<file path="config.mk">
export PLATFORM = sky130hd
export DESIGN_NAME = dmem_access_ctrl
export DESIGN_NICKNAME = d
export VERILOG_FILES = /design/src/rtl/dmem_access_pkg.sv /design/src/rtl/dmem_access_ctrl.sv
export SDC_FILE = /design/constraint.sdc
export NUM_CORES = 1
export LEC_CHECK = 0
export CORE_MARGIN = 3
export CORE_UTILIZATION = 41
export CTS_CLUSTER_DIAMETER = 120
export DETAILED_ROUTE_END_ITERATION = 8
export PLACE_DENSITY = 0.8
export RECOVER_POWER = 100
export SLEW_MARGIN = 30
export SYNTH_ARGS = -nofsm -noshare
export SYNTH_HDL_FRONTEND = slang
export SYNTH_SLANG_ARGS = --single-unit
</file>
<file path="constraint.sdc">
create_clock -name clk -period 2.19 [get_ports clk]
set_input_delay 0.219 -clock clk [delete_from_list [all_inputs] [get_ports clk]]
set_output_delay 0.219 -clock clk [all_outputs]
set_load 0.02 [all_outputs]
</file>
<file path="src/rtl/dmem_access_pkg.sv">
// Shared encodings for the data-memory access controller: op codes and FSM states.
package dmem_access_pkg;

   localparam int unsigned OP_W = 2;

   localparam logic [OP_W-1:0] OP_LW  = 2'b00;
   localparam logic [OP_W-1:0] OP_LB  = 2'b01;
   localparam logic [OP_W-1:0] OP_SW  = 2'b10;
   localparam logic [OP_W-1:0] OP_ILL = 2'b11;

   typedef enum logic [1:0] {
      IDLE   = 2'd0,
      SETUP  = 2'd1,
      STROBE = 2'd2,
      RESP   = 2'd3
   } state_t;

endpackage

</file>
<file path="src/rtl/dmem_access_ctrl.sv">
// Clocked initiator for the byte-addressable data memory: one request at a time,
// address/data/LB set up a cycle ahead of a single-cycle level strobe.
// Optional feature: define DMEM_ACCESS_BOUNDS_CHECK_EN to reject accesses that run
// past the end of the memory (no strobe, error response).
module dmem_access_ctrl
   import dmem_access_pkg::*;
#(
   parameter int unsigned ADDR_W    = 16,
   parameter int unsigned DATA_W    = 16,
   parameter int unsigned MEM_BYTES = 32
) (
   input  logic              clk,
   input  logic              rst_n,
   input  logic              req_valid,
   output logic              req_ready,
   input  logic [OP_W-1:0]   req_op,
   input  logic [ADDR_W-1:0] req_addr,
   input  logic [DATA_W-1:0] req_wdata,
   output logic              resp_valid,
   output logic [DATA_W-1:0] resp_rdata,
   output logic              resp_err,
   output logic [ADDR_W-1:0] mem_address,
   output logic              mem_wr,
   output logic              mem_rd,
   output logic              mem_lb,
   output logic [DATA_W-1:0] mem_wdata,
   input  logic [DATA_W-1:0] mem_rdata
);

`ifdef DMEM_ACCESS_BOUNDS_CHECK_EN
   localparam bit BOUNDS_EN = 1'b1;
`else
   localparam bit BOUNDS_EN = 1'b0;
`endif

   localparam logic [ADDR_W-1:0] LAST_WORD_ADDR = ADDR_W'(MEM_BYTES - 2);
   localparam logic [ADDR_W-1:0] LAST_BYTE_ADDR = ADDR_W'(MEM_BYTES - 1);

   state_t            r_state;
   logic [OP_W-1:0]   r_op;
   logic              w_oob;
   logic              w_err;
   logic [DATA_W-1:0] w_load_data;

   // Out-of-bounds detection on the captured request; a word needs two in-range bytes.
   assign w_oob = BOUNDS_EN &&
                  ((r_op == OP_LB) ? (mem_address > LAST_BYTE_ADDR)
                                   : (mem_address > LAST_WORD_ADDR));
   assign w_err = (r_op == OP_ILL) || w_oob;

   // Shape the memory read data into the response word for the captured op.
   always_comb begin
      w_load_data = '0;
      case (r_op)
         OP_LW:   w_load_data = mem_rdata;
         OP_LB:   w_load_data = {{(DATA_W - 8){1'b0}}, mem_rdata[7:0]};
         default: w_load_data = '0;
      endcase
   end

   // Access sequencer: IDLE -> SETUP -> STROBE -> RESP, with SETUP -> RESP on error.
   always_ff @(posedge clk or negedge rst_n) begin
      if (!rst_n) begin
         r_state     <= IDLE;
         r_op        <= OP_LW;
         req_ready   <= 1'b1;
         resp_valid  <= 1'b0;
         resp_rdata  <= '0;
         resp_err    <= 1'b0;
         mem_address <= '0;
         mem_wr      <= 1'b0;
         mem_rd      <= 1'b0;
         mem_lb      <= 1'b0;
         mem_wdata   <= '0;
      end else begin
         case (r_state)
            IDLE: begin
               if (req_valid && req_ready) begin
                  r_op        <= req_op;
                  mem_address <= req_addr;
                  mem_wdata   <= req_wdata;
                  mem_lb      <= (req_op == OP_LB);
                  req_ready   <= 1'b0;
                  r_state     <= SETUP;
               end
            end
            SETUP: begin
               if (w_err) begin
                  resp_valid <= 1'b1;
                  resp_err   <= 1'b1;
                  resp_rdata <= '0;
                  r_state    <= RESP;
               end else begin
                  mem_rd  <= (r_op != OP_SW);
                  mem_wr  <= (r_op == OP_SW);
                  r_state <= STROBE;
               end
            end
            STROBE: begin
               mem_rd     <= 1'b0;
               mem_wr     <= 1'b0;
               resp_valid <= 1'b1;
               resp_err   <= 1'b0;
               resp_rdata <= w_load_data;
               r_state    <= RESP;
            end
            RESP: begin
               resp_valid <= 1'b0;
               resp_err   <= 1'b0;
               resp_rdata <= '0;
               req_ready  <= 1'b1;
               r_state    <= IDLE;
            end
            default: r_state <= IDLE;
         endcase
      end
   end

endmodule
</file>
==> flow_summary.ini, run 1 <==
[synthesis]
syn_nets = 209
postSynthRegisterBits = 58
async_reset_ff_share_pct = 100
yosysSeqAreaShare_pct = 63.3
synth.cell_area_um2 = 2290
synth_cell_types = 23
synth_enable_flop_cells = 0
synth_area_per_cell_um2 = 15.1
synth-warning-count = 0
synth_ff_type = dfrtp_1
syn-instance-count = 152

[drt]
drt_pass1_iterations = 4
antenna_violating_nets_post_route = 0
routed_via_density = 4.96
drtIter0Drc = 40
detail_route.drc_violations = 0
routed_wl_um = 4970
per_cell_routed_wire_length_um = 14.6
num_vias = 1690

[setup_path]
cp_max_fo = 36
timing.setup.critical_path_class = reg -> reg
worst-r2r-cell-count = 5
worstSetupStartpoint = r_state[0]
cp-start-kind = flip-flop
timing.reg2reg.setup_slack_ns = 0.36
crit-reg2reg-capture = mem_address[4]
critical_r2r_launch = r_state[0]
critical_path.endpoint = mem_address[4]
cp_data_required_time_ns = 2.39
critPathCaptureType = flip-flop
critPathArrivalTime_ns = 2.03

[run]
cap_viol_max_count = 0

[placed_design]
post-dp-hpwl_um = 3580
place.gp.congestion = 0.760
io_buffer_count = 106

[sta]
final.period_utilization_pct = 83.5
maxClockFrequency_mhz = 547
period_minus_slack_ns = 1.83
setup_violations = 0
timing_hold_violations_final = 0
worst_slew_pin_slew_ns = 0.758
drv_slew = 0
clock_skew_ns = 0.00782
setup_tns_ns = 0
hold-worst-slack_ns = 0.497
relSlewSlack_pct = 49.5
grt_setup_unrepaired = no

[cells_and_area]
most_common_library_cell_in_the_layout_ignoring_fill_and_taps = dfrtp_1
fillerInstances = 432
layout.area.seq_um2 = 1450
most-common-layout-cells = 57 x dfrtp_1, 55 x dlygate4sd3_1, 51 x clkdlybuf4s50_1
layout.nets = 323
layout-drive-gt1-share_pct = 24.0
n_antenna_cell = 0
multi_input_area_um2 = 766
flow.area_growth_from_synthesis_pct = 57.5

[global_routing]
maximum_number_of_pins_on_one_net_before_global_route_repair = 37
grt.overflow.total = 0
grt_pass1_vias = 1787
grt_pass1_wl_um = 8180
antenna_found_initial = 0
global_route.usage.total_pct = 16.4

[clocking]
cts_hold_repair.buffers = 1
worst_skew_late_latency_ns = 0.32
clkSlewWorstSetupHoldPaths_ns = 0.06
tritoncts.num_buffers = 9
tritoncts = done
root_buffer = clkbuf_8
cts-htree-levels = 3
cts_sinks = 58
cts.repair.resized = 0
setup_fix_bufs_post_cts = 0
cts.path.max_buffers = 2

[pwr]
internal_power_mw = 3.38
max-vdd-ir-drop_mv = 0.710
power.density_cell_area_nw_per_um2 = 1450
share_seq_of_total_power_pct = 35.3
combPwrFrac_pct = 46.4
pwr-share-clk_pct = 18.4
p_switching_mw = 1.87
power.switching_fraction_pct = 35.6
power_mw = 5.25
power.leakage_nw = 1.66

[worst_hold_path]
worstHoldPathType = in -> async

[die]
area_of_the_die_um2 = 6530
fp-row-count = 26
die_y_um = 80.8
core-area_um2 = 5270
chipWidth_um = 80.8
io_pins = 107
initial_core_util_pct = 43.5

[run_status]
status = complete, no violations
## power by group through the flow
stage               Sequential [mW]  Combinational, mW  Clock, mW
floorplan                      2.42              0.907          0
global placement               1.86               2.60          0
detailed placement             1.89               2.65          0
CTS                            1.88               2.66       1.00
global route                   1.92               2.63       1.06
finish                         1.85               2.43      0.964
## layer usage
metal | vias to the layer above | track usage [%] | wire, um
met3 | 5 | 5.88 | 488
met1 | 835 | 20.7 | 2130
li1 | 773 | - | -
met5 | - | 0 | 0
met4 | 0 | 7.09 | 31
met2 | 77 | 25.5 | 2310
## synthesized netlist by cell type (2+ instances only)
master | n | share of area, %
a21oi_1 | 2 | 0.44
dfrtp_1 | 57 | 62
o21ai_0 | 4 | 0.87
a31oi_1 | 2 | 0.55
a22o_2 | 8 | 3.5
buf_2 | 4 | 0.87
buf_6 | 3 | 1.5
inv_1 | 5 | 0.82
nor2_1 | 4 | 0.65
mux2_2 | 36 | 18
nand2_1 | 5 | 0.82
a22o_1 | 8 | 3.1
ha_1 | 4 | 2.2
## critical path: stages, from the launching register on
cell	delay [ns]
dfrtp_1	0.38
inv_1	0.08
ha_1	0.31
nand3_2	0.09
clkbuf_4	0.44
mux2_2	0.40
## worst min path at each step
stage | to | slack, ns
finish | resp_rdata[4] | 0.50
global route | mem_address[15] | 0.50
CTS | mem_lb | 0.49
detailed placement | resp_rdata[0] | 0.31
global placement | resp_rdata[4] | 0.31
floorplan | mem_address[0] | -0.08
## stage by stage
step	setup WS [ns]	utilization, %	instances	area, um2
4_1_cts	0.456	69.1	341	3640
6_report	0.361	68.6	341	3610
3_5_place_dp	0.532	65.2	324	3440
5_1_grt	0.224	68.6	341	3610
3_3_place_gp	0.582	65.2	324	3440
2_1_floorplan	0.550	-	152	2290
## logic make-up after synthesis
family / synth area share, %
compound gates: 9.54
fa+ha+maj: 2.18
buf+inv: 3.33
flops: 63.3
mux: 18.1
simple gates: 3.54
## final cells by class
| type | instances | share of cell area [%] |
|---|---|---|
| Clock buffer | 14 | 4.50 |
| Clock inverter | 2 | 0.970 |
| Inverter | 5 | 0.519 |
| Multi-Input combinational cell | 81 | 21.2 |
| Sequential cell | 58 | 40.2 |
| Tap cell | 70 | 2.42 |
| Timing Repair Buffer | 111 | 30.2 |
## sequential cells by signal (all words and copies together), names as in the netlist
name and count:
mem_address 16, mem_lb 1, mem_rd 1, mem_wdata 16
mem_wr 1, r_op 2, r_state 2, req_ready 1
resp_err 1, resp_rdata 16, resp_valid 1
No activity file was read; power rests on OpenSTA's default activity.
==> inputs of run 2 (changes only) <==
clock period = 1.8 ns   (was 2.19 ns; I/O delays follow)
==> run 2 against run 1 <==
Net effect: clock skew about the same; sequential share of layout area up 0.15 points; largest cell class unchanged; wire length down 2.1%.
==> flow_summary.ini, run 2 (synthesis results as in run 1) <==
[setup_path]
worst_path_cell_trace = clkdlybuf4s50_1
crit-reg2reg-capture = mem_address[5]
timing.setup.critical_path_class = reg -> out
cp_num_buf_inv = 1
cp_slowest_cell = clkdlybuf4s50_1
critPathCaptureType = primary output
cp-start-kind = flip-flop
critical_r2r_launch = r_state[1]
worstSetupStartpoint = req_ready
cp_data_required_time_ns = 1.62
crit_family = buffers and inverters
cp_max_fo = 5
timing.reg2reg.setup_slack_ns = 0.16
cp_slowest_stage_delay_ns = 0.60
worst-r2r-cell-count = 5
critPathArrivalTime_ns = 1.48

[drt]
detail_route.drc_violations = 0
drt_pass1_iterations = 4
routed_via_density = 4.89
routed_wl_um = 4860
drtIter0Drc = 35
top_layer = met4
antenna_violating_nets_post_route = 0
met1_length_um = 2120
met3_wirelength_um = 485
detailroute.wirelength.met2_um = 2180
per_cell_routed_wire_length_um = 14.2
num_vias = 1673

[clocking]
clkSlewWorstSetupHoldPaths_ns = 0.06
tritoncts.num_buffers = 9
cts-htree-levels = 3
cts_sinks = 58
tritoncts = done
root_buffer = clkbuf_8
worst_skew_late_latency_ns = 0.32
cts.path.max_buffers = 2

[worst_hold_path]
hold_path_depth = 3
min_from = req_op[0]
hold-path-endpoint = mem_lb
worstHoldPathType = in -> reg

[sta]
clock_skew_ns = 0.00768
final.period_utilization_pct = 92.0
worst_slew_pin_slew_ns = 0.775
fin_ws_ns = 0.144
drv_slew = 0
relSlewSlack_pct = 48.3
setup_violations = 0
timing_hold_violations_final = 0
maxClockFrequency_mhz = 604
grt_setup_unrepaired = no
setup_tns_ns = 0
period_minus_slack_ns = 1.66

[cells_and_area]
layout-drive-gt1-share_pct = 24.6
fillerInstances = 414
flow.area_growth_from_synthesis_pct = 56.9
layout.nets = 324
n_antenna_cell = 0
most-common-layout-cells = 57 x dfrtp_1, 54 x dlygate4sd3_1, 52 x clkdlybuf4s50_1
most_common_library_cell_in_the_layout_ignoring_fill_and_taps = dfrtp_1
stdcell_area_um2 = 3600
reg_top3 = mem_address: 16 flops, mem_wdata: 16 flops, resp_rdata: 16 flops

[die]
chipWidth_um = 80.8
core-area_um2 = 5270
initial_core_util_pct = 43.5
io_pins = 107
die_y_um = 80.8
fp-row-count = 26
area_of_the_die_um2 = 6530

[pwr]
power.leakage_nw = 1.66
power.density_cell_area_nw_per_um2 = 1740
max-vdd-ir-drop_mv = 0.821
power_mw = 6.25

[global_routing]
grt.overflow.total = 0
grt_pass1_vias = 1745
grt_pass1_wl_um = 7960
maximum_number_of_pins_on_one_net_before_global_route_repair = 59
antenna_found_initial = 0
global_route.usage.total_pct = 16.2

[placed_design]
place.gp.congestion = 0.754
io_buffer_count = 106
post-dp-hpwl_um = 3500
dpl-instance-area_um2 = 3440
preCtsSetupSlack_ns = 0.165

[run]
cap_viol_max_count = 0

[run_status]
status = complete, no violations
## run 2: cell count changes in the layout (fill, tap and decap cells not counted), sizes merged
cell           previous run  this run
buf                       1         4
clkbuf                   18        15
clkinv                    1         3
bufinv                    1         0
clkdlybuf4s50            51        52
dlygate4sd3              55        54
## run 2: worst max path at each step
stage,end,cells past startpoint
after floorplan,resp_rdata[10],7
after global placement,resp_rdata[11],5
after detailed placement,resp_rdata[10],5
after CTS,req_ready,1
after global routing,resp_rdata[8],5
final,req_ready,1
## run 2: cell type report
cell class,count,area [um2],share of cell area [%]
Clock buffer,13,159,4.41
Tap cell,70,87.6,2.43
Sequential cell,58,1450,40.4
Inverter,5,18.8,0.521
Clock inverter,3,15.0,0.417
Multi-Input combinational cell,81,753,20.9
Timing Repair Buffer,112,1110,30.9
## run 2: worst min-delay path, cell delays in order
cell and delay [ns]:
clkdlybuf4s50_1 0.41, nand2b_1 0.07, o21ai_0 0.07
## run 2: per-stage QoR
step / hold slack [ns] / utilization (%) / cells
3_3_place_gp: 0.209 / 65.3 / 325
3_5_place_dp: 0.204 / 65.3 / 325
5_1_grt: 0.453 / 68.3 / 342
4_1_cts: 0.406 / 68.8 / 342
6_report: 0.463 / 68.3 / 342
2_1_floorplan: -0.116 / - / 152
## run 2: power by group
group / internal, mW / switching, mW
logic: 1.51 / 1.47
clock network: 0.568 / 0.456
registers: 1.92 / 0.321
total: 4.00 / 2.25
## run 2: repair_timing
item,4_1_cts,5_1_grt
hold buffers,1,0
hold endpoints to repair,57,0
gates resized for setup,0,1
setup buffers,0,0
setup endpoints to repair,0,1
## run 2: layer usage
| metal | up-vias | GRT usage [%] |
|---|---|---|
| li1 | 773 | - |
| met1 | 813 | 20.4 |
| met2 | 78 | 24.6 |
| met3 | 9 | 6.54 |
| met4 | 0 | 7.09 |
| met5 | - | 0 |
==> inputs of run 3 (changes only) <==
CORE_UTILIZATION = 49   (was 41)
DONT_BUFFER_PORTS = 1   (was unset)
PLACE_DENSITY = unset   (was 0.8)
==> run 3 against run 2 <==
Net effect: die area shrank 15%; largest power group is now sequential cells; worst setup slack better by 0.040 ns; fmax increased by 2.5%; wire length decreased by 0.10%; non-clock buffer count down 59; first-iteration DRC count grew 54%; via count shrank 14%; power down 11%; global-route usage rose by 1.3 points.
==> flow_summary.ini, run 3 (synthesis results as in run 1) <==
[run_status]
status = complete, no violations

[sta]
hold-worst-slack_ns = 0.0176
drv_slew = 0
period_minus_slack_ns = 1.62
maxClockFrequency_mhz = 619
fin_ws_ns = 0.184
grt_setup_unrepaired = no
timing_hold_violations_final = 0
clock_skew_ns = 0.0106
setup_tns_ns = 0
relSlewSlack_pct = 18.7
worst_slew_pin_slew_ns = 1.22
final.period_utilization_pct = 89.8
setup_violations = 0

[global_routing]
antenna_found_initial = 0
grt_util_met3_pct = 5.95
groute.layer.met2.usage_pct = 29.9
grt.overflow.total = 0
grt_pass1_vias = 1548
global_route.usage.total_pct = 17.5
maximum_number_of_pins_on_one_net_before_global_route_repair = 59
met1_usage_pct = 19.1
busiest_layer = met2
grt_pass1_wl_um = 7200

[drt]
drtIter0Drc = 54
routed_wl_um = 4860
detail_route.drc_violations = 0
num_vias = 1445
routed_via_density = 5.45
antenna_violating_nets_post_route = 0
per_cell_routed_wire_length_um = 18.3
drt_pass1_iterations = 4

[cells_and_area]
stdcell_area_um2 = 3020
layout.nets = 265
reg_top3 = mem_address: 16 flops, mem_wdata: 16 flops, resp_rdata: 16 flops
most-common-layout-cells = 57 x dfrtp_1, 48 x dlygate4sd3_1, 36 x mux2_2
final_core_utilization_pct = 67.9
most_common_library_cell_in_the_layout_ignoring_fill_and_taps = dfrtp_1
flow.area_growth_from_synthesis_pct = 31.5
n_antenna_cell = 0
layout-drive-gt1-share_pct = 30.5
fillerInstances = 324
final-instance-count-excl-fill = 265

[setup_path]
timing.reg2reg.setup_slack_ns = 0.18
crit-reg2reg-capture = resp_err
critPathCaptureType = flip-flop
cp-start-kind = flip-flop
timing.setup.critical_path_class = reg -> reg
critical_r2r_launch = r_state[0]
worst-r2r-cell-count = 5
critPathArrivalTime_ns = 1.82
cp_data_required_time_ns = 2.00
cp_max_fo = 9

[worst_hold_path]
hold_path_depth = 2
min_from = req_op[0]
worstHoldPathType = in -> reg
hold-path-endpoint = mem_lb

[clocking]
cts_sinks = 58
clkSlewWorstSetupHoldPaths_ns = 0.06
tritoncts = done
root_buffer = clkbuf_8
tritoncts.num_buffers = 9
cts.path.max_buffers = 2
worst_skew_late_latency_ns = 0.32
cts-htree-levels = 3

[run]
cap_viol_max_count = 0

[die]
area_of_the_die_um2 = 5540
initial_core_util_pct = 51.6
chipWidth_um = 74.4
fp-row-count = 24
core-area_um2 = 4440
die_y_um = 74.4
io_pins = 107

[placed_design]
io_buffer_count = 0
preCtsSetupSlack_ns = 0.134
place.gp.congestion = 0.723
place_inst = 200
dpl-instance-area_um2 = 2340
post-dp-hpwl_um = 2960

[pwr]
power.leakage_nw = 1.38
power_mw = 5.58
max-vdd-ir-drop_mv = 0.868
power.density_cell_area_nw_per_um2 = 1850
## run 3: cell types whose count changed in the layout (fill, tap and decap cells not counted), sizes merged
cell           before  now
clkdlybuf4s50      52    0
clkbuf             15   14
bufinv              0    1
clkinv              3    2
dlygate4sd3        54   48
## run 3: how the worst max path moves through the flow
stage                    start             end  slack, ns  depth (start not counted)
finish              r_state[0]        resp_err       0.18                          5
global route        r_state[0]  mem_address[8]       0.08                          5
CTS                 r_state[0]  resp_rdata[13]       0.12                          5
detailed placement  r_state[0]  resp_rdata[13]       0.13                          5
global placement    r_state[0]   resp_rdata[8]       0.25                          5
floorplan           r_state[0]  resp_rdata[10]       0.16                          7
## run 3: final cells by class
class,instances,area (um2),area share [%]
sequential,58,1450,48.1
multi-input combinational,81,767,25.4
timing repair buffer,53,526,17.4
clock buffer,13,149,4.93
tap,52,65.1,2.16
clock inverter,3,40.0,1.33
inverter,5,18.8,0.622
## run 3: what timing repair did
| action | in CTS | in global routing |
|---|---|---|
| gates resized for setup | 0 | 1 |
| hold buffers | 49 | 0 |
| setup endpoints to repair | 0 | 7 |
| endpoints found under the hold margin | 105 | 0 |
| setup buffers | 0 | 0 |
## run 3: per-layer routing
metal	wire [um]	share of wire [%]	up-vias
met5	0	0	-
met2	2490	51	65
met1	1900	39	719
li1	-	-	655
met3	423	8.7	6
met4	42	0.86	0
## run 3: report_power, final
group	internal, mW	leakage (nW)	switching [mW]
Clock	0.674	0.0974	0.469
Combinational	0.784	0.562	0.580
Sequential	1.91	0.721	1.17
Total	3.37	1.38	2.22
## run 3: worst max-delay path, stage by stage, from the launching register on
cell and delay [ns]:
dfrtp_1 0.40, inv_1 0.11, ha_1 0.35, a21o_1 0.15, buf_4 0.17, mux2_2 0.33
